$ cat src/rtl/shader_pkg.sv
// shader_pkg: shared ALU constants and request struct for shader-core ALU clients.
package shader_pkg;
  localparam int DATA_W   = 32;
  localparam int ALU_OP_W = 3;
  localparam int NZP_W    = 3;
  localparam logic [ALU_OP_W-1:0] ALU_OP_ADD = 3'b000;
  localparam logic [ALU_OP_W-1:0] ALU_OP_SUB = 3'b001;
  localparam logic [ALU_OP_W-1:0] ALU_OP_AND = 3'b010;
  localparam logic [ALU_OP_W-1:0] ALU_OP_OR  = 3'b011;
  localparam logic [ALU_OP_W-1:0] ALU_OP_XOR = 3'b100;
  localparam logic [ALU_OP_W-1:0] ALU_OP_SHL = 3'b101;
  localparam logic [ALU_OP_W-1:0] ALU_OP_SHR = 3'b110;
  localparam logic [ALU_OP_W-1:0] ALU_OP_MOV = 3'b111;
  typedef struct packed {
    logic [ALU_OP_W-1:0] op;
    logic [DATA_W-1:0]   a;
    logic [DATA_W-1:0]   b;
  } alu_req_t;
endpackage

$ cat src/rtl/alu.sv
// alu: combinational shader-core ALU with {n,z,p} result flags.
module alu
  import shader_pkg::*;
(
  input  logic [ALU_OP_W-1:0] op,
  input  logic [DATA_W-1:0]   val_a,
  input  logic [DATA_W-1:0]   val_b,
  output logic [DATA_W-1:0]   result,
  output logic [NZP_W-1:0]    nzp
);
  always_comb begin
    result = op == ALU_OP_ADD ? val_a + val_b :
             op == ALU_OP_SUB ? val_a - val_b :
             op == ALU_OP_AND ? val_a & val_b :
             op == ALU_OP_OR  ? val_a | val_b :
             op == ALU_OP_XOR ? val_a ^ val_b :
             op == ALU_OP_SHL ? val_a << val_b[4:0] :
             op == ALU_OP_SHR ? val_a >> val_b[4:0] : val_b;
    nzp = {result[DATA_W-1], result == '0, !result[DATA_W-1] && result != '0};
  end
endmodule

$ cat src/rtl/alu_arbiter_rr_pick.sv
// rr_pick: combinational round-robin picker, first set bit scanning from ptr upward with wrap.
module rr_pick #(
  parameter int N    = 4,
  parameter int ID_W = $clog2(N)
) (
  input  logic [N-1:0]    req,
  input  logic [ID_W-1:0] ptr,
  output logic [N-1:0]    gnt,
  output logic [ID_W-1:0] gnt_id
);
  logic [2*N-1:0] dbl;
  logic [N-1:0]   rot;
  logic [ID_W-1:0] off;
  logic [ID_W:0]  sum;
  logic           found;
  always_comb begin
    dbl   = {req, req} >> ptr;
    rot   = dbl[N-1:0];
    off   = '0;
    found = 1'b0;
    for (int k = N - 1; k >= 0; k--) begin
      if (rot[k]) begin
        off   = ID_W'(k);
        found = 1'b1;
      end
    end
    sum    = {1'b0, ptr} + {1'b0, off};
    gnt_id = ID_W'(sum >= (ID_W + 1)'(N) ? sum - (ID_W + 1)'(N) : sum);
    gnt    = found ? N'(1) << gnt_id : '0;
  end
endmodule

$ cat src/rtl/alu_arbiter.sv
// alu_arbiter: round-robin sharing of one alu among NUM_REQ requesters,
// with a registered issue stage (S1) and registered response stage (S2).
module alu_arbiter
  import shader_pkg::*;
#(
  parameter int NUM_REQ = 4,
  parameter int TAG_W   = 4
) (
  input  logic                               clk,
  input  logic                               rst,
  input  logic [NUM_REQ-1:0]                 req_valid,
  output logic [NUM_REQ-1:0]                 req_ready,
  input  logic [NUM_REQ-1:0][ALU_OP_W-1:0]   req_op,
  input  logic [NUM_REQ-1:0][DATA_W-1:0]     req_a,
  input  logic [NUM_REQ-1:0][DATA_W-1:0]     req_b,
  input  logic [NUM_REQ-1:0][TAG_W-1:0]      req_tag,
  output logic [NUM_REQ-1:0]                 rsp_valid,
  output logic [DATA_W-1:0]                  rsp_result,
  output logic [NZP_W-1:0]                   rsp_nzp,
  output logic [TAG_W-1:0]                   rsp_tag,
  output logic                               busy
);
  localparam int ID_W = $clog2(NUM_REQ);
  logic [NUM_REQ-1:0] gnt;
  logic [ID_W-1:0]    gnt_id;
  logic               xfer;
  logic [ID_W-1:0]    ptr_q, ptr_d;
  logic               s1_valid_q, s1_valid_d;
  logic [ID_W-1:0]    s1_id_q, s1_id_d;
  alu_req_t           s1_req_q, s1_req_d;
  logic [TAG_W-1:0]   s1_tag_q, s1_tag_d;
  logic               s2_valid_q;
  logic [ID_W-1:0]    s2_id_q;
  logic [DATA_W-1:0]  s2_result_q;
  logic [NZP_W-1:0]   s2_nzp_q;
  logic [TAG_W-1:0]   s2_tag_q;
  logic [DATA_W-1:0]  alu_result;
  logic [NZP_W-1:0]   alu_nzp;
  rr_pick #(.N(NUM_REQ), .ID_W(ID_W)) u_pick (
    .req    (req_valid),
    .ptr    (ptr_q),
    .gnt    (gnt),
    .gnt_id (gnt_id)
  );
  alu u_alu (
    .op     (s1_req_q.op),
    .val_a  (s1_req_q.a),
    .val_b  (s1_req_q.b),
    .result (alu_result),
    .nzp    (alu_nzp)
  );
  // Grants are suppressed during reset so no request is consumed and lost.
  always_comb begin
    req_ready  = rst ? '0 : gnt;
    xfer       = |req_ready;
    ptr_d      = xfer ? (gnt_id == ID_W'(NUM_REQ - 1) ? '0 : gnt_id + 1'b1) : ptr_q;
    s1_valid_d = xfer;
    s1_id_d    = xfer ? gnt_id : s1_id_q;
    s1_req_d   = xfer ? '{op: req_op[gnt_id], a: req_a[gnt_id], b: req_b[gnt_id]} : s1_req_q;
    s1_tag_d   = xfer ? req_tag[gnt_id] : s1_tag_q;
  end
  always_ff @(posedge clk) begin
    if (rst) begin
      ptr_q       <= '0;
      s1_valid_q  <= 1'b0;
      s1_id_q     <= '0;
      s1_req_q    <= '0;
      s1_tag_q    <= '0;
      s2_valid_q  <= 1'b0;
      s2_id_q     <= '0;
      s2_result_q <= '0;
      s2_nzp_q    <= '0;
      s2_tag_q    <= '0;
    end else begin
      ptr_q       <= ptr_d;
      s1_valid_q  <= s1_valid_d;
      s1_id_q     <= s1_id_d;
      s1_req_q    <= s1_req_d;
      s1_tag_q    <= s1_tag_d;
      s2_valid_q  <= s1_valid_q;
      s2_id_q     <= s1_id_q;
      s2_result_q <= alu_result;
      s2_nzp_q    <= alu_nzp;
      s2_tag_q    <= s1_tag_q;
    end
  end
  always_comb begin
    rsp_valid  = s2_valid_q ? NUM_REQ'(1) << s2_id_q : '0;
    rsp_result = s2_result_q;
    rsp_nzp    = s2_nzp_q;
    rsp_tag    = s2_tag_q;
    busy       = s1_valid_q | s2_valid_q;
  end
endmodule

$ cat config.mk
export PLATFORM = sky130hd
export DESIGN_NAME = alu_arbiter
export DESIGN_NICKNAME = d
export VERILOG_FILES = /design/src/rtl/shader_pkg.sv /design/src/rtl/alu.sv /design/src/rtl/alu_arbiter_rr_pick.sv /design/src/rtl/alu_arbiter.sv
export SDC_FILE = /design/constraint.sdc
export NUM_CORES = 1
export LEC_CHECK = 0
export ABC_AREA = 1
export CAP_MARGIN = 20
export CELL_PAD_IN_SITES_DETAIL_PLACEMENT = 0
export CELL_PAD_IN_SITES_GLOBAL_PLACEMENT = 1
export CORE_MARGIN = 3
export CORE_UTILIZATION = 35
export DETAILED_ROUTE_END_ITERATION = 10
export HOLD_SLACK_MARGIN = 0.12
export PLACE_DENSITY_LB_ADDON = 0.3
export SYNTH_ARGS = -nofsm -noshare
export SYNTH_HDL_FRONTEND = slang
export SYNTH_SLANG_ARGS = --single-unit
$ cat constraint.sdc
create_clock -name clk -period 4.4 [get_ports clk]
set_clock_uncertainty 0.1 [all_clocks]
set_input_delay 0.88 -clock clk [delete_from_list [all_inputs] [get_ports clk]]
set_output_delay 0.88 -clock clk [all_outputs]
set_load 0.01 [all_outputs]
# Word level (Yosys, flattened, before mapping)
# Index checks and enable logic that the tools add are counted.
# W data, S select, Z words.
op_classes:
  n_eq_ne: 7
  addsub: 5
  shift: 5
  reduce_logical: 6
  bitwise: 4
  muxes: 28
  order_cmp: 2
op_table:
  columns: ["cell", "count"]
  rows:
  - ["$mux W32", 9]
  - ["$bmux W32 S2", 2]
  - ["$add A32 B32 Y32", 1]
  - ["$and A32 B32 Y32", 1]
  - ["$logic_not A32 Y1", 1]
  - ["$or A32 B32 Y32", 1]
  - ["$reduce_bool A32 Y1", 1]
  - ["$shl A32 B5 Y32", 1]
  - ["$shr A32 B5 Y32", 1]
  - ["$sub A32 B32 Y32", 1]
  - ["$xor A32 B32 Y32", 1]
  - ["$mux W4", 4]
  - ["$mux W2", 6]
  - ["$eq A3 B3 Y1 const B", 3]
  - ["$bmux W4 S2", 1]
  - ["$shl A1 B2 Y4 const A", 2]
  - ["$shr A8 B2 Y4", 1]
  - ["$bmux W3 S2", 1]
  - ["$eq A3 B2 Y1 const B", 2]
  - ["$mux W1", 4]
  - ["$reduce_or A4 Y1", 1]
  - ["$add A2 B2 Y3", 1]
  - ["$eq A3 B1 Y1 const B", 1]
  - ["$ge A3 B3 Y1 const B", 1]
  - ["9 further kinds", 9]
word_totals:
  ff_bits: 118
  input_bits: 290
  elab_cells: 69

# Depth between registers and ports, before layout
# Gate-level depths: netlist (run 1).
logic_depth:
  depth_word: 12
  mapped_depth: 26

# Modules after synthesis
# From an unflattened synthesis (run 1), not the netlist that was laid out.
unflattened:
  hier_cells: 3593
  area_unflattened_um2: 18258.8
modules_own_cells:
  columns: ["module", "seq_area_each_um2", "area_each_um2", "instances", "cells_per_inst"]
  rows:
  - ["alu", 0.0, 10321.1, 1, 2100]
  - ["alu_arbiter", 2362.3, 7717.4, 1, 1450]
  - ["rr_pick", 0.0, 220.2, 1, 43]

# Least setup slack after synthesis (run 1)
# No wires, ideal clock.
synth_path:
  path_kind: "input-to-reg"
  from: "input port req_valid[3]"
  to: "register s1_req_q[33] in the netlist's numbering"
  path_buffers: 5
  setup_ns: 0.086
  setup_slack_ns: 0.372
  arrival_ns: 3.842
  required_ns: 4.214
  stages: 19
  path_cell_list: "nand2_1 > nand2_1 > o21ai_0 > nand2_1 > a21boi_0 > ha_1 > clkbuf_1 > inv_1 > clkbuf_1 > clkbuf_1 > ha_1 > nand2_1 > nor2_1 > nor2_1 > nand2_1 > inv_2 > buf_2 > buf_2 > a211oi_1"
synth_via:
  elab_chain_len: 12
  elab_cells_between_ends: 19
  cone_classes: "2 x add/sub; 1 x order compare; 2 x shift; 13 x mux; 1 x reduce/logical"
synth_lines:
  columns: ["item", "line", "text"]
  rows:
  - ["start: declaration", "alu_arbiter.sv:11", "input logic [NUM_REQ-1:0] req_valid,"]
  - ["$shr A8 B2 Y4 (*)", "alu_arbiter_rr_pick.sv:17", "dbl = {req, req} >> ptr;"]
  - ["$mux W2 (3 in series)", "alu_arbiter_rr_pick.sv:22", "if (rot[k]) begin"]
  - ["$mux W2 (*)", "alu_arbiter_rr_pick.sv:22", null]
  - ["$add A2 B2 Y3 (*)", "alu_arbiter_rr_pick.sv:27", "sum = {1'b0, ptr} + {1'b0, off};"]
  - ["$ge A3 B3 Y1 / $sub A2 B1 Y2 (equally long branches)", "alu_arbiter_rr_pick.sv:28", "gnt_id = ID_W'(sum >= (ID_W + 1)'(N) ? sum - (ID_W + 1)'(N) : sum);"]
  - ["$mux W2 (*)", "alu_arbiter_rr_pick.sv:28", null]
  - ["via gnt_id[0]", "alu_arbiter.sv:25", "logic [ID_W-1:0] gnt_id;"]
  - ["$shl A1 B2 Y4 (*)", "alu_arbiter_rr_pick.sv:29", "gnt = found ? N'(1) << gnt_id : '0;"]
  - ["$mux W4 (*)", "alu_arbiter_rr_pick.sv:29", null]
  - ["$mux W4 (*)", "alu_arbiter.sv:54", "req_ready = rst ? '0 : gnt;"]
  - ["via req_ready[2]", "alu_arbiter.sv:12", "output logic [NUM_REQ-1:0] req_ready,"]
  - ["$reduce_or A4 Y1 (*)", "alu_arbiter.sv:55", "xfer = |req_ready;"]
  - ["end signal: assignment", "alu_arbiter.sv:78", "s1_req_q <= s1_req_d;"]
  - ["end: declaration", "alu_arbiter.sv:30", "alu_req_t s1_req_q, s1_req_d;"]
# The timed path passes the listed nets; every way through them passes the cells marked *. The select of a mux whose other input is x is not followed.
# A chain may end at the register's enable or synchronous reset.

# Worst setup path after layout (run 1)
layout_path:
  from: "input port req_valid[1]"
  to: "output port req_ready[3]"
layout_via:
  elab_chain_len: 11
  elab_cells_between_ends: 16
  cone_classes: "2 x add/sub; 1 x order compare; 2 x shift; 11 x mux"
layout_lines:
  columns: ["item", "line"]
  rows:
  - ["$shr A8 B2 Y4 (*)", "alu_arbiter_rr_pick.sv:17"]
  - ["$mux W2 (4 in series)", "alu_arbiter_rr_pick.sv:22"]
  - ["$add A2 B2 Y3", "alu_arbiter_rr_pick.sv:27"]
  - ["$ge A3 B3 Y1 / $sub A2 B1 Y2 (equally long branches)", "alu_arbiter_rr_pick.sv:28"]
  - ["$mux W2", "alu_arbiter_rr_pick.sv:28"]
  - ["$shl A1 B2 Y4", "alu_arbiter_rr_pick.sv:29"]
  - ["$mux W4 (*)", "alu_arbiter_rr_pick.sv:29"]
  - ["$mux W4 (*)", "alu_arbiter.sv:54"]
  - ["end: declaration", "alu_arbiter.sv:12"]
# Every way passes the cells marked *; elsewhere a longest branch is shown, timed or not.

==> run metrics, run 1 <==
status finished clean; Final min period 4.25 ns; antenna violations before repair 3; Detailed Route Iter0 Violations 2637; synthesized area 0.0159 mm²; share of layout cells above drive strength 1 0.0494; Req. time, crit path 3.42 ns; fin. max-slew vios 0; Finish-stage setup viols 0; Yosys cell types 40; crit end category primary output; Peak supply drop between 1 and 1.5 mV; Area after DPL 0.0200 mm²; synth top area cells nand2_1 19%, nand3_1 16%, dfxtp_1 15%; Final WS setup between 0.1 and 0.15 ns; RSZ-0062 raised after global routing yes; cell count after synthesis 2898; Worst-Margin Slew around 0.95 ns; Core Box Area 0.0445 mm²; post-synth top area cell nand2_1; MaxCap Viol Count 0; HP Class register to register; critical path type input port to primary output; total power 19.6 mW; crit share post-route 0.967; HPWL Detailed roughly 77000 µm; number of remaining DRC errors 0; Min Hold Slack around 0.31 ns; root buf cell clkbuf_16; I/O Buffers 337; Die H 219 µm; clk slew on worst S/H paths roughly 0.06 ns; Routed WL per cell 24.8 µm; # nets final 3558; clock sinks 117; CP max FO 3; post-synthesis register bit count 117; Synth Net Count roughly 3.3k; fillcell total ~4.9k; share of Yosys cell area claimed by the top area cell type 0.191; leakage power between 9 and 10 nW; FF+latch area 0.00234 mm²; Max transition margin 0.361; Post-Syn Area per Cell 5.48 µm²; global-route wire length before repair 134000 µm; hold_buf cts 0; total CTS buffers 17; area delta synth->final 30.2%; highest clock rate 235 MHz; FFs w/ async S/R, synth 0; Initial Util 0.357; Pre-antenna DRT Iters 5; H-tree Lvls 4; vias post-DR between 20k and 25k; FP Rows 77; crit path DAT 3.27 ns; clock tree buffer depth 2; number of synthesized flops with an enable pin 0; CP Launch Type input port; area taken by multi-input logic gates around 0.012 mm²; power per cell area 947 mW/mm²; final instance area 0.0207 mm²; synth warn 0; gr usage total 0.380; GRT overflow 0; Seq/Total Area, Yosys 0.147; full die area 0.0480 mm²; Final Routed Wirelength just over 90000 µm; Final Hold Vio Count 0; # IOs 338; vias in the first global route a little over 20k; routed vias/inst 5.69; Synth Flop Type dfxtp_1; GPL Wtd Cong 1.05; DIE WIDTH 219 µm; ANT nets after route 0; pre-CTS setup slack -0.441 ns; Clk Latency, worst-skew pair around 0.44 ns; pin count of the biggest net entering global routing between 100 and 150; CTS tree yes; final core utilization 0.465
## synthesized netlist by cell type (2+ instances only)
cell / number
a211oi_1: 64
a21boi_0: 4
a21o_1: 3
a21oi_1: 182
a31oi_1: 4
buf_1: 24
buf_2: 52
buf_4: 3
clkbuf_1: 96
clkbuf_2: 4
clkinv_1: 6
dfxtp_1: 117
fa_1: 2
ha_1: 101
inv_1: 254
inv_2: 10
mux2i_1: 53
nand2_1: 807
nand3_1: 511
nand3b_1: 4
nand4_1: 26
nor2_1: 331
nor2_2: 2
nor2_4: 2
nor3_1: 14
nor3_2: 2
o211ai_1: 4
o21a_1: 4
o21ai_0: 125
o21ai_1: 9
o21bai_1: 10
o22ai_1: 4
o31ai_1: 37
or2_2: 6
xor2_1: 16
## cell type report
class	count	share of cell area
multi-input cells	2332	0.571
repair buffers	427	0.199
clock buffers	22	0.0220
clock inverters	9	0.00853
flip-flops and latches	117	0.113
diodes	2	0.000242
inverters	270	0.0491
well taps	592	0.0358
## worst paths after layout
path	start	to	slack, ns	cells after the start
worst min register to register	s1_id_q[1]	s2_id_q[1]	0.31	2
worst max register to register	s1_req_q[36]	rsp_nzp[0]	0.27	16
worst max-delay path	req_valid[1]	req_ready[3]	0.15	16
worst min-delay path	s1_id_q[1]	s2_id_q[1]	0.31	2
## state kept, by name (all words and copies together) (netlist names)
name        cells
s1_id_q         2
s1_req_q       67
s1_tag_q        4
s2_valid_q      1
s2_id_q         2
rsp_result     32
s1_valid_q      1
rsp_tag         4
ptr_q           2
rsp_nzp         2
## what timing repair did
item	CTS	global route
setup endpoints to repair	4	4
setup buffers	1	1
gates resized for setup	10	12
pin swaps	2	3
## worst max-delay path, cell delays in order
cell	delay (ns)
clkdlybuf4s50_1	0.48
nand2_1	0.06
nand2_1	0.09
inv_1	0.05
nand2_1	0.05
o21ai_0	0.11
a21boi_2	0.19
ha_4	0.17
xor2_1	0.14
or2_4	0.27
nand2_4	0.07
buf_4	0.15
ha_1	0.17
nand2_1	0.07
nor2_2	0.16
buf_2	0.15
## layer usage
layer | part of all wire | global-route usage | wire length, µm | vias up
met5 | 0.00012 | 0 | 11 | -
met4 | 0.050 | 0.176 | 4690 | 2
met3 | 0.093 | 0.0860 | 8690 | 187
met2 | 0.44 | 0.592 | 41100 | 1160
met1 | 0.42 | 0.497 | 39000 | 10007
li1 | - | - | - | 10088
## cell usage in the layout, fill, tap and decap left out, types with 7 or more instances in the layout
cell type,count
a21oi_1,182
nand4_1,26
dfxtp_1,115
o21bai_1,10
xor2_1,16
buf_4,82
nand3_1,511
nor2_1,326
o21ai_1,10
o31ai_1,37
inv_2,11
a211oi_1,64
mux2i_1,53
nand2_1,806
clkbuf_16,17
buf_12,8
inv_1,252
nor3_1,14
ha_1,100
nor2_2,7
clkdlybuf4s50_1,332
o21ai_0,124
## kinds of logic (layout without fill, tap and decap cells)
kind of cell | count (synthesis) | in the layout | share of synthesized area
muxes | 53 | 53 | 0.0334
xor gates and xnor gates | 17 | 17 | 0.00938
other | 0 | 2 | 0
and+or+nand+nor | 1707 | 1707 | 0.453
DFF | 117 | 117 | 0.147
buffers and inverters | 449 | 728 | 0.111
AOI/OAI and AO/OA | 452 | 452 | 0.163
adders and majority gates | 103 | 103 | 0.0821
## per-stage QoR
stage          TNS, ns  instances
4_1_cts        -0.0807       3768
5_1_grt        -0.0107       3771
3_5_place_dp     -7.31       3736
3_3_place_gp     -8.12       3736
6_report             0       3771
2_1_floorplan        0       2898
## power by group
group	leakage, nW	switching, mW	internal [mW]
registers	0.972	0.616	1.52
logic	8.34	10.9	5.02
clock network	0.304	0.522	1.01
Note: power is estimated with default switching activity, not from simulation.
==> run 2, diff against run 1 <==
--- a/config.mk
+++ b/config.mk
@@ -14,6 +14,7 @@
 export DETAILED_ROUTE_END_ITERATION = 10
 export HOLD_SLACK_MARGIN = 0.12
 export PLACE_DENSITY_LB_ADDON = 0.3
+export SKIP_CTS_REPAIR_TIMING = 1
 export SYNTH_ARGS = -nofsm -noshare
 export SYNTH_HDL_FRONTEND = slang
 export SYNTH_SLANG_ARGS = --single-unit
==> run 2 against run 1 <==
Worst setup slack better by 0.016 ns; die area is the same; via count is 0.31% lower.
==> run metrics, run 2 (synthesized netlist as in run 1, its figures left out) <==
status finished clean; antenna violations before repair 3 (unchanged); Final min period 4.24 ns (-0.0155 ns); HP Class register to register; Hold Path Depth 2 (unchanged); Min Hold Slack 0.313 ns (-0.000350 ns); vias in the first global route 20.2k (+0.0099%); reg2reg start s1_req_q[33]; full die area 0.0480 mm² (unchanged); grt met1 use 0.498 (+0.00143); total CTS buffers 17 (unchanged); Req. time, crit path 3.42 ns (about the same); Die H 219 µm (unchanged); gr usage total 0.379 (-0.000409); commonest cells after routing, fill and taps aside 806 x nand2_1, 511 x nand3_1, 332 x clkdlybuf4s50_1, 329 x nor2_1, 252 x inv_1; final setup TNS 0 ns (unchanged); CP dominant cell by count nand2_1; # IOs 338 (unchanged); clock tree buffer depth 2 (unchanged); # nets final 3557 (-0.028%); highest clock rate 236 MHz (+0.37%); Detailed Route Iter0 Violations 2626 (-0.42%); crit path DAT 3.26 ns (about the same); Worst-Margin Slew 0.953 ns (-0.00153 ns); Peak supply drop 1.25 mV (-0.72%); met2 Use GR 0.592 (about the same); Final WS setup 0.161 ns (+0.0155 ns); vias post-DR 21.4k (-0.31%); GPL Wtd Cong 1.05 (unchanged); placed insts 3736 (unchanged); critical path type input port to primary output; MaxCap Viol Count 0 (unchanged); FF-to-FF setup slack 0.27 ns (about the same); fin. max-slew vios 0 (unchanged); power per cell area 943 mW/mm² (-0.37%); cells along the critical path clkdlybuf4s50_1 -> nand2_1 -> nand2_1 -> o21ai_0 -> nand2_1 -> a21boi_2 -> ha_4 -> xor2_1 -> or2_4 -> nand2_4 -> clkinvlp_4 -> ha_1 -> nand2_1 -> nor2_1 -> clkbuf_2; leakage power 9.64 nW (+0.21%); CP Launch Type input port; ANT nets after route 0 (unchanged); max reg flops 67 (unchanged); Pre-antenna DRT Iters 6 (+1); Top Usage Layer GRT met2; Largest delay share family, worst path simple AND/OR/NAND/NOR gates; H-tree Lvls 4 (unchanged); RR Endpoint rsp_nzp[1]; fin cells 3770 (-0.027%); area taken by multi-input logic gates 0.0118 mm² (about the same); Biggest register s1_req_q; Core Box Area 0.0445 mm² (unchanged); crit share post-route 0.963 (-0.00353); FP Rows 77 (unchanged); area delta synth->final 30.1% (about the same); FF+latch area 0.00234 mm² (unchanged); number of remaining DRC errors 0 (unchanged); clk slew on worst S/H paths 0.06 ns (about the same); crit-path max cell delay 0.43 ns (-0.05 ns); crit end category primary output; FF-to-FF path depth 21 (+5); root buf cell clkbuf_16; HPWL Detailed 77300 µm (unchanged); RSZ-0062 raised after global routing no; Routed WL per cell 24.7 µm (-0.14%); clock sinks 117 (unchanged); CTS tree yes; routed vias/inst 5.67 (-0.28%); Finish-stage setup viols 0 (unchanged); Max transition margin 0.365 (+0.00337); CP max FO 5 (+2); final core utilization 0.464 (about the same); fillcell total 4883 (-0.12%); pin count of the biggest net entering global routing 131 (unchanged); Final Routed Wirelength 93300 µm (-0.17%); Initial Util 0.357 (unchanged); I/O Buffers 337 (unchanged); pre-CTS setup slack -0.441 ns (unchanged); Bufs and invs on worst path 3 (-1); Final Hold Vio Count 0 (unchanged); most common cell after layout, fill and taps aside nand2_1; GRT overflow 0 (unchanged); met3 Resource Use GR 0.0845 (-0.00152); share of layout cells above drive strength 1 0.0475 (-0.00187); hold endpoint s2_id_q[1]; Clk Latency, worst-skew pair 0.44 ns (about the same); global-route wire length before repair 134000 µm (about the same); DIE WIDTH 219 µm (unchanged); cell at the slowest stage of the critical path clkdlybuf4s50_1; HP Start s1_id_q[1]
run 2: cell count changes in the layout (fill, tap and decap cells not counted), sizes merged:
cell	before	now
clkinvlp	1	2
buf	92	90
clkbuf	25	24
clkinv	10	9
dlymetal6s2s	0	2
run 2: layout make-up:
cell class,count,area share
Sequential cell,117,0.113
Multi-Input combinational cell,2332,0.571
Clock inverter,9,0.00854
Timing Repair Buffer,426,0.199
Tap cell,592,0.0358
Antenna cell,2,0.000242
Inverter,270,0.0493
Clock buffer,22,0.0220
run 2: report_power, final:
part           switching (mW)  internal (mW)  leakage (nW)  total, mW
clock                   0.523           1.01         0.304       1.54
combinational            10.8           4.98          8.36       15.8
sequential              0.623           1.52         0.972       2.14
total                    12.0           7.52          9.64       19.5
run 2: how the worst max path moves through the flow:
stage | startpoint | cells past startpoint | to | slack [ns]
2_1_floorplan | req_valid[3] | 19 | s1_req_q[33] | 0.37
3_3_place_gp | req_valid[0] | 17 | req_ready[3] | -0.50
3_5_place_dp | req_valid[0] | 17 | req_ready[3] | -0.44
4_1_cts | req_valid[0] | 17 | req_ready[3] | -0.46
5_1_grt | req_valid[0] | 18 | req_ready[1] | 0.02
6_report | req_valid[3] | 15 | req_ready[1] | 0.16
run 2: tightest hold or removal path, stage by stage, from the launching register on:
cell and delay [ns]:
dfxtp_1 0.29, inv_1 0.04, nor2_1 0.04
run 2: metrics by stage:
stage / power (mW) / instance area (µm²)
6_report: 19.5 / 20700
4_1_cts: 19.1 / 20600
3_3_place_gp: 17.4 / 20000
3_5_place_dp: 17.5 / 20000
5_1_grt: 21.0 / 20700
2_1_floorplan: 11.7 / 15900
run 2: layer usage:
layer  wire length, µm  vias to the layer above
met5                11                        -
li1                  -                    10085
met2             41000                     1191
met3              9110                      197
met4              4620                        2
met1             38500                     9903
